<file path="src/rtl/cmp_pkg.sv">
// Shared types and result codes for the bit-serial magnitude comparator and its bench.
package cmp_pkg;

   typedef enum logic {
      IDLE = 1'b0,
      SCAN = 1'b1
   } state_t;

   localparam logic [1:0] RES_LT = 2'b00;
   localparam logic [1:0] RES_EQ = 2'b01;
   localparam logic [1:0] RES_GT = 2'b10;

   // Result code for a differing bit, given which operand that bit makes larger.
   function automatic logic [1:0] diff_code(input logic a_larger);
      return a_larger ? RES_GT : RES_LT;
   endfunction

endpackage

</file>
<file path="src/rtl/cmp_bit_step.sv">
// One bit-position step of the MSB-first compare: does this bit differ, and does it favour A.
module cmp_bit_step (
   input  logic a_bit,
   input  logic b_bit,
   input  logic is_msb,
   input  logic signed_mode,
   output logic differ,
   output logic a_larger
);

   assign differ = a_bit ^ b_bit;

   // A two's-complement sign bit carries negative weight, so a 1 there marks the smaller operand.
   assign a_larger = differ & ((is_msb & signed_mode) ? b_bit : a_bit);

endmodule

</file>
<file path="src/rtl/serial_magnitude_comparator.sv">
// Bit-serial magnitude comparator: latches A/B on start, scans MSB-first one bit per clock,
// and reports gt/eq/lt with a one-cycle done pulse.
module serial_magnitude_comparator
   import cmp_pkg::*;
#(
   parameter  int WIDTH      = 8,
   parameter  bit EARLY_EXIT = 1'b1,
   localparam int CNT_W      = $clog2(WIDTH + 1)
) (
   input  logic             clk,
   input  logic             rst_n,
   input  logic             start,
   input  logic             signed_mode,
   input  logic [WIDTH-1:0] a,
   input  logic [WIDTH-1:0] b,
   output logic             busy,
   output logic             done,
   output logic             gt,
   output logic             eq,
   output logic             lt,
   output logic [CNT_W-1:0] bits_scanned
);

   localparam logic [CNT_W-1:0] MSB_IDX = CNT_W'(WIDTH - 1);
   localparam logic [CNT_W-1:0] WIDTH_C = CNT_W'(WIDTH);

   state_t           state, state_next;
   logic [WIDTH-1:0] a_sh, a_sh_next;
   logic [WIDTH-1:0] b_sh, b_sh_next;
   logic             signed_q, signed_next;
   logic [CNT_W-1:0] idx, idx_next;
   logic             found, found_next;
   logic             a_larger_q, a_larger_next;
   logic             res_valid, res_valid_next;
   logic [1:0]       res, res_next;
   logic [CNT_W-1:0] bits_q, bits_next;
   logic             done_q, done_next;

   logic             step_differ;
   logic             step_a_larger;
   logic             is_msb;
   logic             last_bit;

   assign is_msb   = (idx == MSB_IDX);
   assign last_bit = (idx == '0);

   cmp_bit_step u_step (
      .a_bit       (a_sh[WIDTH-1]),
      .b_bit       (b_sh[WIDTH-1]),
      .is_msb      (is_msb),
      .signed_mode (signed_q),
      .differ      (step_differ),
      .a_larger    (step_a_larger)
   );

   always_comb begin
      state_next     = state;
      a_sh_next      = a_sh;
      b_sh_next      = b_sh;
      signed_next    = signed_q;
      idx_next       = idx;
      found_next     = found;
      a_larger_next  = a_larger_q;
      res_valid_next = res_valid;
      res_next       = res;
      bits_next      = bits_q;
      done_next      = 1'b0;

      case (state)
         IDLE: begin
            if (start) begin
               state_next     = SCAN;
               a_sh_next      = a;
               b_sh_next      = b;
               signed_next    = signed_mode;
               idx_next       = MSB_IDX;
               found_next     = 1'b0;
               a_larger_next  = 1'b0;
               res_valid_next = 1'b0;
               res_next       = RES_EQ;
               bits_next      = '0;
            end
         end

         SCAN: begin
            a_sh_next = a_sh << 1;
            b_sh_next = b_sh << 1;

            // Only the first (most significant) difference decides the result.
            if (step_differ && !found) begin
               found_next    = 1'b1;
               a_larger_next = step_a_larger;
            end

            if ((step_differ && EARLY_EXIT) || last_bit) begin
               state_next     = IDLE;
               done_next      = 1'b1;
               res_valid_next = 1'b1;
               bits_next      = WIDTH_C - idx;
               if (found) begin
                  res_next = diff_code(a_larger_q);
               end else if (step_differ) begin
                  res_next = diff_code(step_a_larger);
               end else begin
                  res_next = RES_EQ;
               end
            end else begin
               idx_next = idx - 1'b1;
            end
         end

         default: begin
            state_next = IDLE;
         end
      endcase
   end

   always_ff @(posedge clk) begin
      if (!rst_n) begin
         state      <= IDLE;
         a_sh       <= '0;
         b_sh       <= '0;
         signed_q   <= 1'b0;
         idx        <= '0;
         found      <= 1'b0;
         a_larger_q <= 1'b0;
         res_valid  <= 1'b0;
         res        <= RES_EQ;
         bits_q     <= '0;
         done_q     <= 1'b0;
      end else begin
         state      <= state_next;
         a_sh       <= a_sh_next;
         b_sh       <= b_sh_next;
         signed_q   <= signed_next;
         idx        <= idx_next;
         found      <= found_next;
         a_larger_q <= a_larger_next;
         res_valid  <= res_valid_next;
         res        <= res_next;
         bits_q     <= bits_next;
         done_q     <= done_next;
      end
   end

   assign busy         = (state == SCAN);
   assign done         = done_q;
   assign gt           = res_valid && (res == RES_GT);
   assign eq           = res_valid && (res == RES_EQ);
   assign lt           = res_valid && (res == RES_LT);
   assign bits_scanned = bits_q;

endmodule
</file>
<file path="config.mk">
export PLATFORM = sky130hd
export DESIGN_NAME = serial_magnitude_comparator
export DESIGN_NICKNAME = d
export VERILOG_FILES = /design/src/rtl/cmp_pkg.sv /design/src/rtl/cmp_bit_step.sv /design/src/rtl/serial_magnitude_comparator.sv
export SDC_FILE = /design/constraint.sdc
export NUM_CORES = 1
export LEC_CHECK = 0
export CAP_MARGIN = 25
export CORE_MARGIN = 4
export CORE_UTILIZATION = 35
export CTS_CLUSTER_DIAMETER = 200
export DETAILED_ROUTE_END_ITERATION = 10
export PLACE_DENSITY = 0.62
export SYNTH_ARGS = -nofsm -noshare
export SYNTH_HDL_FRONTEND = slang
export SYNTH_SLANG_ARGS = --single-unit
</file>
<file path="constraint.sdc">
create_clock -name clk -period 1.7 [get_ports clk]
set_input_delay 0.17 -clock clk [delete_from_list [all_inputs] [get_ports clk]]
set_output_delay 0.17 -clock clk [all_outputs]
set_load 0.01 [all_outputs]
</file>
=== After elaboration in Yosys (flattened, before gate mapping) ===
Index checks and enable logic that the tools add are counted.

* Logic and storage cells: 66
* Bits of input ports: 20
* Bits in registers: 32

* Bitwise gates (word level): 4
* Add/subtract/negate cells: 2
* Reductions and logical operators: 13
* Eq/ne operators: 7
* Multiplexer cells: 29

{| class="wikitable"
|+ Operator list
! operator !! count
|-
| $pmux 8 s2 || 2
|-
| $mux 4 || 4
|-
| $mux 8 || 2
|-
| $pmux 4 s2 || 2
|-
| $mux 2 || 6
|-
| $reduce_and 2->1 || 5
|-
| $mux 1 || 8
|-
| $pmux 1 s2 || 4
|-
| $eq 4x3->1 const B || 1
|-
| $logic_and 1x1->1 || 4
|-
| $logic_not 4->1 || 1
|-
| $ne 2x1->1 const B || 2
|-
| $ne 2x2->1 const B || 2
|-
| $pmux 2 s2 || 1
|-
| $sub 4x1->4 const B || 1
|-
| $sub 4x4->4 const A || 1
|-
| $and 1x1->1 || 2
|-
| $eq 2x1->1 const B || 1
|-
| $eq 2x2->1 const B || 1
|-
| $logic_not 2->1 || 1
|-
| $logic_not 1->1 || 1
|-
| $logic_or 1x1->1 || 1
|-
| $not 1->1 || 1
|-
| $xor 1x1->1 || 1
|}

=== Longest topological paths before layout ===
Gate-level depths: netlist (run 1).

* Word-level depth: 9
* Gate-level depth with buffers: 6

=== Modules after synthesis ===
Synthesis (run 1) repeated with hierarchy kept, for this count alone.

* Cell total of the unflattened synthesis: 177
* Area total of the unflattened synthesis: 1521.5 um^2

{| class="wikitable"
|+ Modules (own cells, without submodules)
! module !! cells each !! area an instance (um^2) !! times used !! seq. area each (um^2)
|-
| serial_magnitude_comparator || 173 || 1485.2 || 1 || 640.6
|-
| cmp_bit_step || 4 || 36.3 || 1 || 0.0
|}

=== Worst setup path after synthesis (run 1) ===
OpenSTA, ideal clock, no wires.

* Path kind: register -> register
* Start point: register idx[0]
* End point: register bits_q[3], in the netlist bits_scanned[3]
* Setup slack: 0.154 ns
* Buffers on the path: 0
* Cell stages (with the launch flop): 7
* Required time: 1.586 ns
* Period minus slack after synthesis: 1.546 ns
* Arrival: 1.431 ns
* Cells stage by stage: dfxtp_1 > inv_1 > ha_1 > or3b_4 > a31oi_2 > mux2i_1 > nor2_1

* Longest elaborated chain between the ends: 4

{| class="wikitable"
|+ RTL lines
! element !! line !! text
|-
| start: declaration || serial_magnitude_comparator.sv:31 || <nowiki>logic [CNT_W-1:0] idx, idx_next;</nowiki>
|-
| start signal: assignment || serial_magnitude_comparator.sv:136 || <nowiki>idx <= idx_next;</nowiki>
|-
| parallel branches: the longest is 4 deep, another holds $sub 4x4->4 || - ||
|-
| end signal: assignment || serial_magnitude_comparator.sv:141 || <nowiki>bits_q <= bits_next;</nowiki>
|-
| end: declaration || serial_magnitude_comparator.sv:36 || <nowiki>logic [CNT_W-1:0] bits_q, bits_next;</nowiki>
|}

Parallel ways; which one is timed is not known. The select of a mux whose other input is x is not followed.
A chain may end at the register's enable or synchronous reset.

=== Final worst setup path (run 1) ===
* Start point: register idx[1]
* End point: register bits_q[3], in the netlist bits_scanned[3]

Same word-level chain as after synthesis.

==> flow_summary.json, run 1 <==
{
  "status": "finished clean",
  "wl_per_cell_um": 12.1,
  "grt_max_degree": 23,
  "highest_layer": "met4",
  "relSlewSlack": 0.735,
  "hold_depth": 2,
  "drc": 0,
  "peakVddDrop_mv": 0.481,
  "io_pins": 29,
  "r2r_end": "bits_scanned[3]$_SDFFE_PN0P_",
  "start_util": 0.368,
  "nFillCells": 404,
  "clk_pin_slew_worst_paths_ns": 0.07,
  "cts_buffers": 5,
  "die_w_um": 73.6,
  "power.density_mw_per_mm2": 1020,
  "post-route-period-util": 0.928,
  "clkSinkCount": 32,
  "final_cell_mix": "36 x nor2_1, 32 x dfxtp_1, 28 x clkdlybuf4s50_1",
  "yosys_warnings": 0,
  "synth_top_family_by_area": "simple AND/OR/NAND/NOR gates",
  "port_buffers": 28,
  "maxSlewViolCount": 0,
  "first_pass_iters": 4,
  "yosys.area_share.adder": 0.0166,
  "fin_ws_ns": 0.122,
  "cp-endpoint": "bits_scanned[3]$_SDFFE_PN0P_",
  "dpl.hpwl_um": 2340,
  "grt_pass1_vias": 1210,
  "report.final.hold_viol_count": 0,
  "synth-simple-area-share": 0.208,
  "regToRegSetupSlack_ns": 0.12,
  "wl_met2_um": 1400,
  "fin_setup_tns_ns": 0,
  "synth_nets": 198,
  "cts-root-buf": "clkbuf_8",
  "routed_wl_um": 3180,
  "grt_overflow_total": 0,
  "post-route-min-period_ns": 1.58,
  "drv_cap": 0,
  "worstPathArrival_ns": 1.75,
  "fp.dieH_um": 73.6,
  "r2r-start": "idx[1]$_SDFFE_PN0P_",
  "antenna_found_initial": 0,
  "vias": 1292,
  "gp_congestion": 0.836,
  "clkLatencyLatePin_ns": 0.29,
  "postRouteAntennaNets": 0,
  "viasPerCell": 4.93,
  "final_cell_area_sq_mm": 0.00202,
  "grt.total_usage": 0.131,
  "tightestPinTransition_ns": 0.398,
  "ys_seq_area_frac": 0.426,
  "wl_met1_um": 1540,
  "layout_commonest_cell": "nor2_1",
  "criticalPathCategory": "reg -> reg",
  "cp-startpoint": "idx[1]$_SDFFE_PN0P_",
  "wl_met3_um": 169,
  "area_delta_synth_final_pct": 34.3,
  "synth_area_sq_mm": 0.00151,
  "cp-end-kind": "register",
  "finalPower_uw": 2060,
  "fin_nets": 233,
  "avgSynthCellArea_sq_um": 8.55,
  "pre_cts_ws_ns": 0.0992,
  "core-area_sq_mm": 0.00409,
  "synthCells": 176,
  "crit_required_ns": 1.88,
  "worstPathMaxFanout": 5,
  "setup-violations-final": 0,
  "synth_cell_types": 33,
  "cts-hold-fix-buffers": 0,
  "num_antenna_cells": 0,
  "synthMuxAreaShare": 0.126,
  "drt_iter0_drc": 44,
  "rows": 23,
  "finClkSkew_ns": 0.00468,
  "leakage_uw": 0.000818,
  "hold_path.class": "reg -> reg",
  "cts_tree": "done",
  "h-tree-depth": 2,
  "crit_path_start_kind": "register",
  "placed_area_sq_mm": 0.00188,
  "rsz0062_at_grt": "false",
  "clockBufferDepth": 2,
  "postCtsSetupBuffers": 0,
  "reg2reg_depth": 6,
  "synth_compound_area_frac": 0.160,
  "drive_gt1_frac": 0.118,
  "synth_xor_area_frac": 0.0216,
  "cts_resized": 0,
  "max_freq_ghz": 0.634,
  "die-area_sq_mm": 0.00541,
  "ys_seq_elements": 32,
  "grt_pass1_wl_um": 5460
}
-- worst max-delay path: stages (launching register included) --
cell and delay (ns):
dfxtp_1 0.33, inv_1 0.08, ha_2 0.20, or3b_4 0.41
a31oi_4 0.20, mux2i_1 0.20, nor2_1 0.05
-- power breakdown --
| group | switching [uW] | internal (uW) | total [uW] |
|---|---|---|---|
| Sequential | 47.3 | 807 | 855 |
| Combinational | 204 | 202 | 406 |
| Clock | 285 | 517 | 802 |
-- stage by stage --
step,instances,utilization,hold slack (ns)
after floorplan,176,-,0.232
after global placement,254,0.461,0.450
after detailed placement,254,0.461,0.461
after CTS,262,0.492,0.469
after global routing,262,0.495,0.491
final,262,0.495,0.467
-- worst min path at each step --
stage	to	startpoint	slack [ns]
5_1_grt	bits_scanned[0]$_SDFFE_PN0P_	bits_scanned[0]$_SDFFE_PN0P_	0.49
6_report	bits_scanned[0]$_SDFFE_PN0P_	bits_scanned[0]$_SDFFE_PN0P_	0.47
3_5_place_dp	bits_scanned[0]$_SDFFE_PN0P_	bits_scanned[0]$_SDFFE_PN0P_	0.46
2_1_floorplan	res[0]$_SDFFE_PN1P_	rst_n	0.23
4_1_cts	bits_scanned[2]$_SDFFE_PN0P_	bits_scanned[2]$_SDFFE_PN0P_	0.47
3_3_place_gp	bits_scanned[2]$_SDFFE_PN0P_	bits_scanned[2]$_SDFFE_PN0P_	0.45
-- per-layer routing --
| layer | up-vias | GRT usage |
|---|---|---|
| li1 | 679 | - |
| met1 | 575 | 0.167 |
| met2 | 31 | 0.200 |
| met3 | 7 | 0.0397 |
| met4 | 0 | 0.0664 |
| met5 | - | 0 |
-- flip-flops by register name (all words and copies together) (netlist names) --
name	cells
res_valid	1
res	2
b_sh	8
found	1
a_sh	8
bits_scanned	4
busy	1
idx	4
done	1
a_larger_q	1
signed_q	1
-- cells in the mapped netlist --
library cell   n  share of area
nand2b_1       5          0.021
and3b_1        2          0.012
clkinv_1       1         0.0025
mux2i_1       19           0.13
nand2_1       11          0.027
a21oi_2        2          0.012
o21ai_2        1         0.0058
or4_1          1         0.0050
o32ai_1        1         0.0058
nor3b_1        2          0.010
o22ai_1        1         0.0042
buf_2          2         0.0067
nand4b_1       1         0.0058
or2b_1         1         0.0050
or3b_4         1         0.0075
a31oi_2        1         0.0083
buf_4          2          0.010
o31ai_1        2          0.010
a311oi_1       2          0.012
xor2_2         1          0.011
nor3_1         2         0.0067
o21a_1         1         0.0050
dfxtp_1       32           0.43
ha_1           2          0.017
o211ai_1       1         0.0050
nand3_1        3          0.010
nand4_1        2         0.0083
clkbuf_1       5          0.012
inv_1          4          0.010
nor2_1        36          0.090
a21oi_1       23          0.076
o21ai_0        5          0.017
xnor2_2        1          0.011
-- final cells by class --
cell class,count,area (sq um),area share
clock buffer,7,96.3,0.0476
clock inverter,1,30.0,0.0149
inverter,5,18.8,0.00928
multi-input combinational,130,813,0.402
sequential,32,641,0.317
tap,50,62.6,0.0309
timing repair buffer,37,360,0.178
-- cells by family after synthesis --
| kind of cell | count (synthesis) |
|---|---|
| DFF | 32 |
| xor gates and xnor gates | 2 |
| muxes | 19 |
| and+or+nand+nor | 67 |
| AOI/OAI and AO/OA | 40 |
| buffers and inverters | 14 |
| adders and majority gates | 2 |
Note: power is estimated with default switching activity, not from simulation.
==> run 2, diff against run 1 <==
Settings changed: CORE_ASPECT_RATIO from default to 0.6.
==> run 2 against run 1 <==
  * Global-route usage about the same
  * Power decreased by 8.7%
  * Sequential power is essentially flat
  * Critical path type unchanged
  * Design area barely moved
  * Die area rose by 0.63%
  * Largest power group unchanged
  * Critical endpoint unchanged
  * Via count fell by 3.1%
  * Setup slack gained 0.0060 ns
  * Sequential share of layout area about the same
  * Routed wire length grew 3.6%
  * Register-to-register slack barely moved
  * Largest cell class unchanged
  * Non-clock buffer count unchanged
  * Sequential cell count stayed put
==> flow_summary.json, run 2 (synthesis gave the netlist of run 1 again) <==
{
  "start_util": 0.365,
  "die-area_sq_mm": 0.00545,
  "layout_commonest_cell": "nor2_1",
  "slowest_delay_ns": 0.41,
  "first_pass_iters": 4,
  "grt_pass1_wl_um": 5440,
  "dpl.cell_count": 264,
  "rows": 18,
  "relSlewSlack": 0.709,
  "r2r-start": "idx[1]$_SDFFE_PN0P_",
  "clkLatencyLatePin_ns": 0.28,
  "port_buffers": 28,
  "regToRegSetupSlack_ns": 0.13,
  "num_antenna_cells": 0,
  "worstPathArrival_ns": 1.74,
  "drv_cap": 0,
  "clkSinkCount": 32,
  "r2r_end": "bits_scanned[3]$_SDFFE_PN0P_",
  "cp-end-kind": "register",
  "cp.depth": 6,
  "area_delta_synth_final_pct": 34.2,
  "routed_wl_um": 3300,
  "rsz0062_at_grt": "false",
  "cp-startpoint": "idx[1]$_SDFFE_PN0P_",
  "viasPerCell": 4.60,
  "final_cell_mix": "36 x nor2_1, 32 x dfxtp_1, 28 x clkdlybuf4s50_1",
  "cts_buffers": 5,
  "cts-root-buf": "clkbuf_8",
  "worstPathMaxFanout": 5,
  "leakage_uw": 0.000802,
  "hold_path.class": "reg -> reg",
  "postRouteAntennaNets": 0,
  "fin_setup_tns_ns": 0,
  "die_w_um": 92.7,
  "fin_util": 0.490,
  "criticalPathCategory": "reg -> reg",
  "cp-endpoint": "bits_scanned[3]$_SDFFE_PN0P_",
  "drive_gt1_frac": 0.113,
  "report.final.hold_viol_count": 0,
  "grt_pass1_vias": 1119,
  "h-tree-depth": 2,
  "fin_nets": 233,
  "fp.dieH_um": 58.8,
  "cp_top_family": "simple AND/OR/NAND/NOR gates",
  "power.density_mw_per_mm2": 931,
  "finalPower_uw": 1880,
  "layout.cells.non_filler": 272,
  "post-route-period-util": 0.925,
  "grt_overflow_total": 0,
  "dpl.hpwl_um": 2340,
  "finClkSkew_ns": 0.00306,
  "cts-hold-fix-buffers": 0,
  "clockBufferDepth": 2,
  "maxSlewViolCount": 0,
  "core-area_sq_mm": 0.00412,
  "tightestPinTransition_ns": 0.435,
  "io_pins": 29,
  "post-route-min-period_ns": 1.57,
  "path_buf_inv": 1,
  "drt_iter0_drc": 24,
  "peakVddDrop_mv": 0.368,
  "clk_pin_slew_worst_paths_ns": 0.06,
  "drc": 0,
  "reg_top3": "a_sh (8), b_sh (8)",
  "wl_per_cell_um": 12.1,
  "max_freq_ghz": 0.636,
  "reg2reg_depth": 6,
  "status": "finished clean",
  "vias": 1252,
  "grt_max_degree": 29,
  "cp_cell_sequence": "inv_1 -> ha_4 -> or3b_4 -> a31oi_4 -> mux2i_1 -> nor2_1",
  "final_cell_area_sq_mm": 0.00202,
  "gp_congestion": 0.822,
  "crit_path_start_kind": "register",
  "crit_required_ns": 1.87,
  "placed_area_sq_mm": 0.00190,
  "setup-violations-final": 0,
  "antenna_found_initial": 0,
  "cts_tree": "done",
  "grt.total_usage": 0.132,
  "crit_path_top_delay_cell": "or3b_4"
}
## run 2: cell type report
class / instances / area (sq um)
inverters: 5 / 18.8
repair buffers: 37 / 360
well taps: 60 / 75.1
fillers: 398 / 2100
clock buffers: 8 / 90.1
multi-input cells: 130 / 836
flip-flops and latches: 32 / 641
## run 2: worst min path at each step
stage	slack, ns	endpoint	start	cells past startpoint
2_1_floorplan	0.23	res[0]$_SDFFE_PN1P_	rst_n	1
6_report	0.47	bits_scanned[2]$_SDFFE_PN0P_	bits_scanned[2]$_SDFFE_PN0P_	2
5_1_grt	0.50	bits_scanned[2]$_SDFFE_PN0P_	bits_scanned[2]$_SDFFE_PN0P_	2
4_1_cts	0.47	bits_scanned[2]$_SDFFE_PN0P_	bits_scanned[2]$_SDFFE_PN0P_	2
3_3_place_gp	0.46	bits_scanned[2]$_SDFFE_PN0P_	bits_scanned[2]$_SDFFE_PN0P_	2
3_5_place_dp	0.46	bits_scanned[2]$_SDFFE_PN0P_	bits_scanned[2]$_SDFFE_PN0P_	2
## run 2: routing by layer
| layer | GRT usage | wire [um] | vias up |
|---|---|---|---|
| li1 | - | - | 684 |
| met1 | 0.201 | 1980 | 535 |
| met2 | 0.154 | 1070 | 25 |
| met3 | 0.0511 | 184 | 8 |
| met4 | 0.0626 | 60 | 0 |
| met5 | 0 | 0 | - |
## run 2: report_power, final
part | switching (uW) | total, uW | internal, uW
clock | 268 | 598 | 330
combinational | 213 | 427 | 214
sequential | 50.3 | 858 | 807
## run 2: through the flow
step                setup slack, ns  hold slack [ns]
floorplan                     0.154            0.232
CTS                          0.0619            0.469
finish                        0.128            0.468
detailed placement           0.0762            0.460
global route                0.00479            0.500
global placement              0.121            0.458
## run 2: timing repair
action / 4_1_cts / 5_1_grt
setup endpoints to repair: 0 / 5
gates resized for setup: 0 / 5
buffers inserted: 0 / 0
## run 2: worst register-to-register path: stages (launching register included)
cell,delay (ns)
dfxtp_1,0.33
inv_1,0.11
ha_4,0.16
or3b_4,0.41
a31oi_4,0.21
mux2i_1,0.20
nor2_1,0.05
==> run 3, diff against run 2 <==
Settings changed: SLEW_MARGIN from default to 20.
==> results of run 3 <==
Final layout, timing and power as in run 2 (identical DEF).
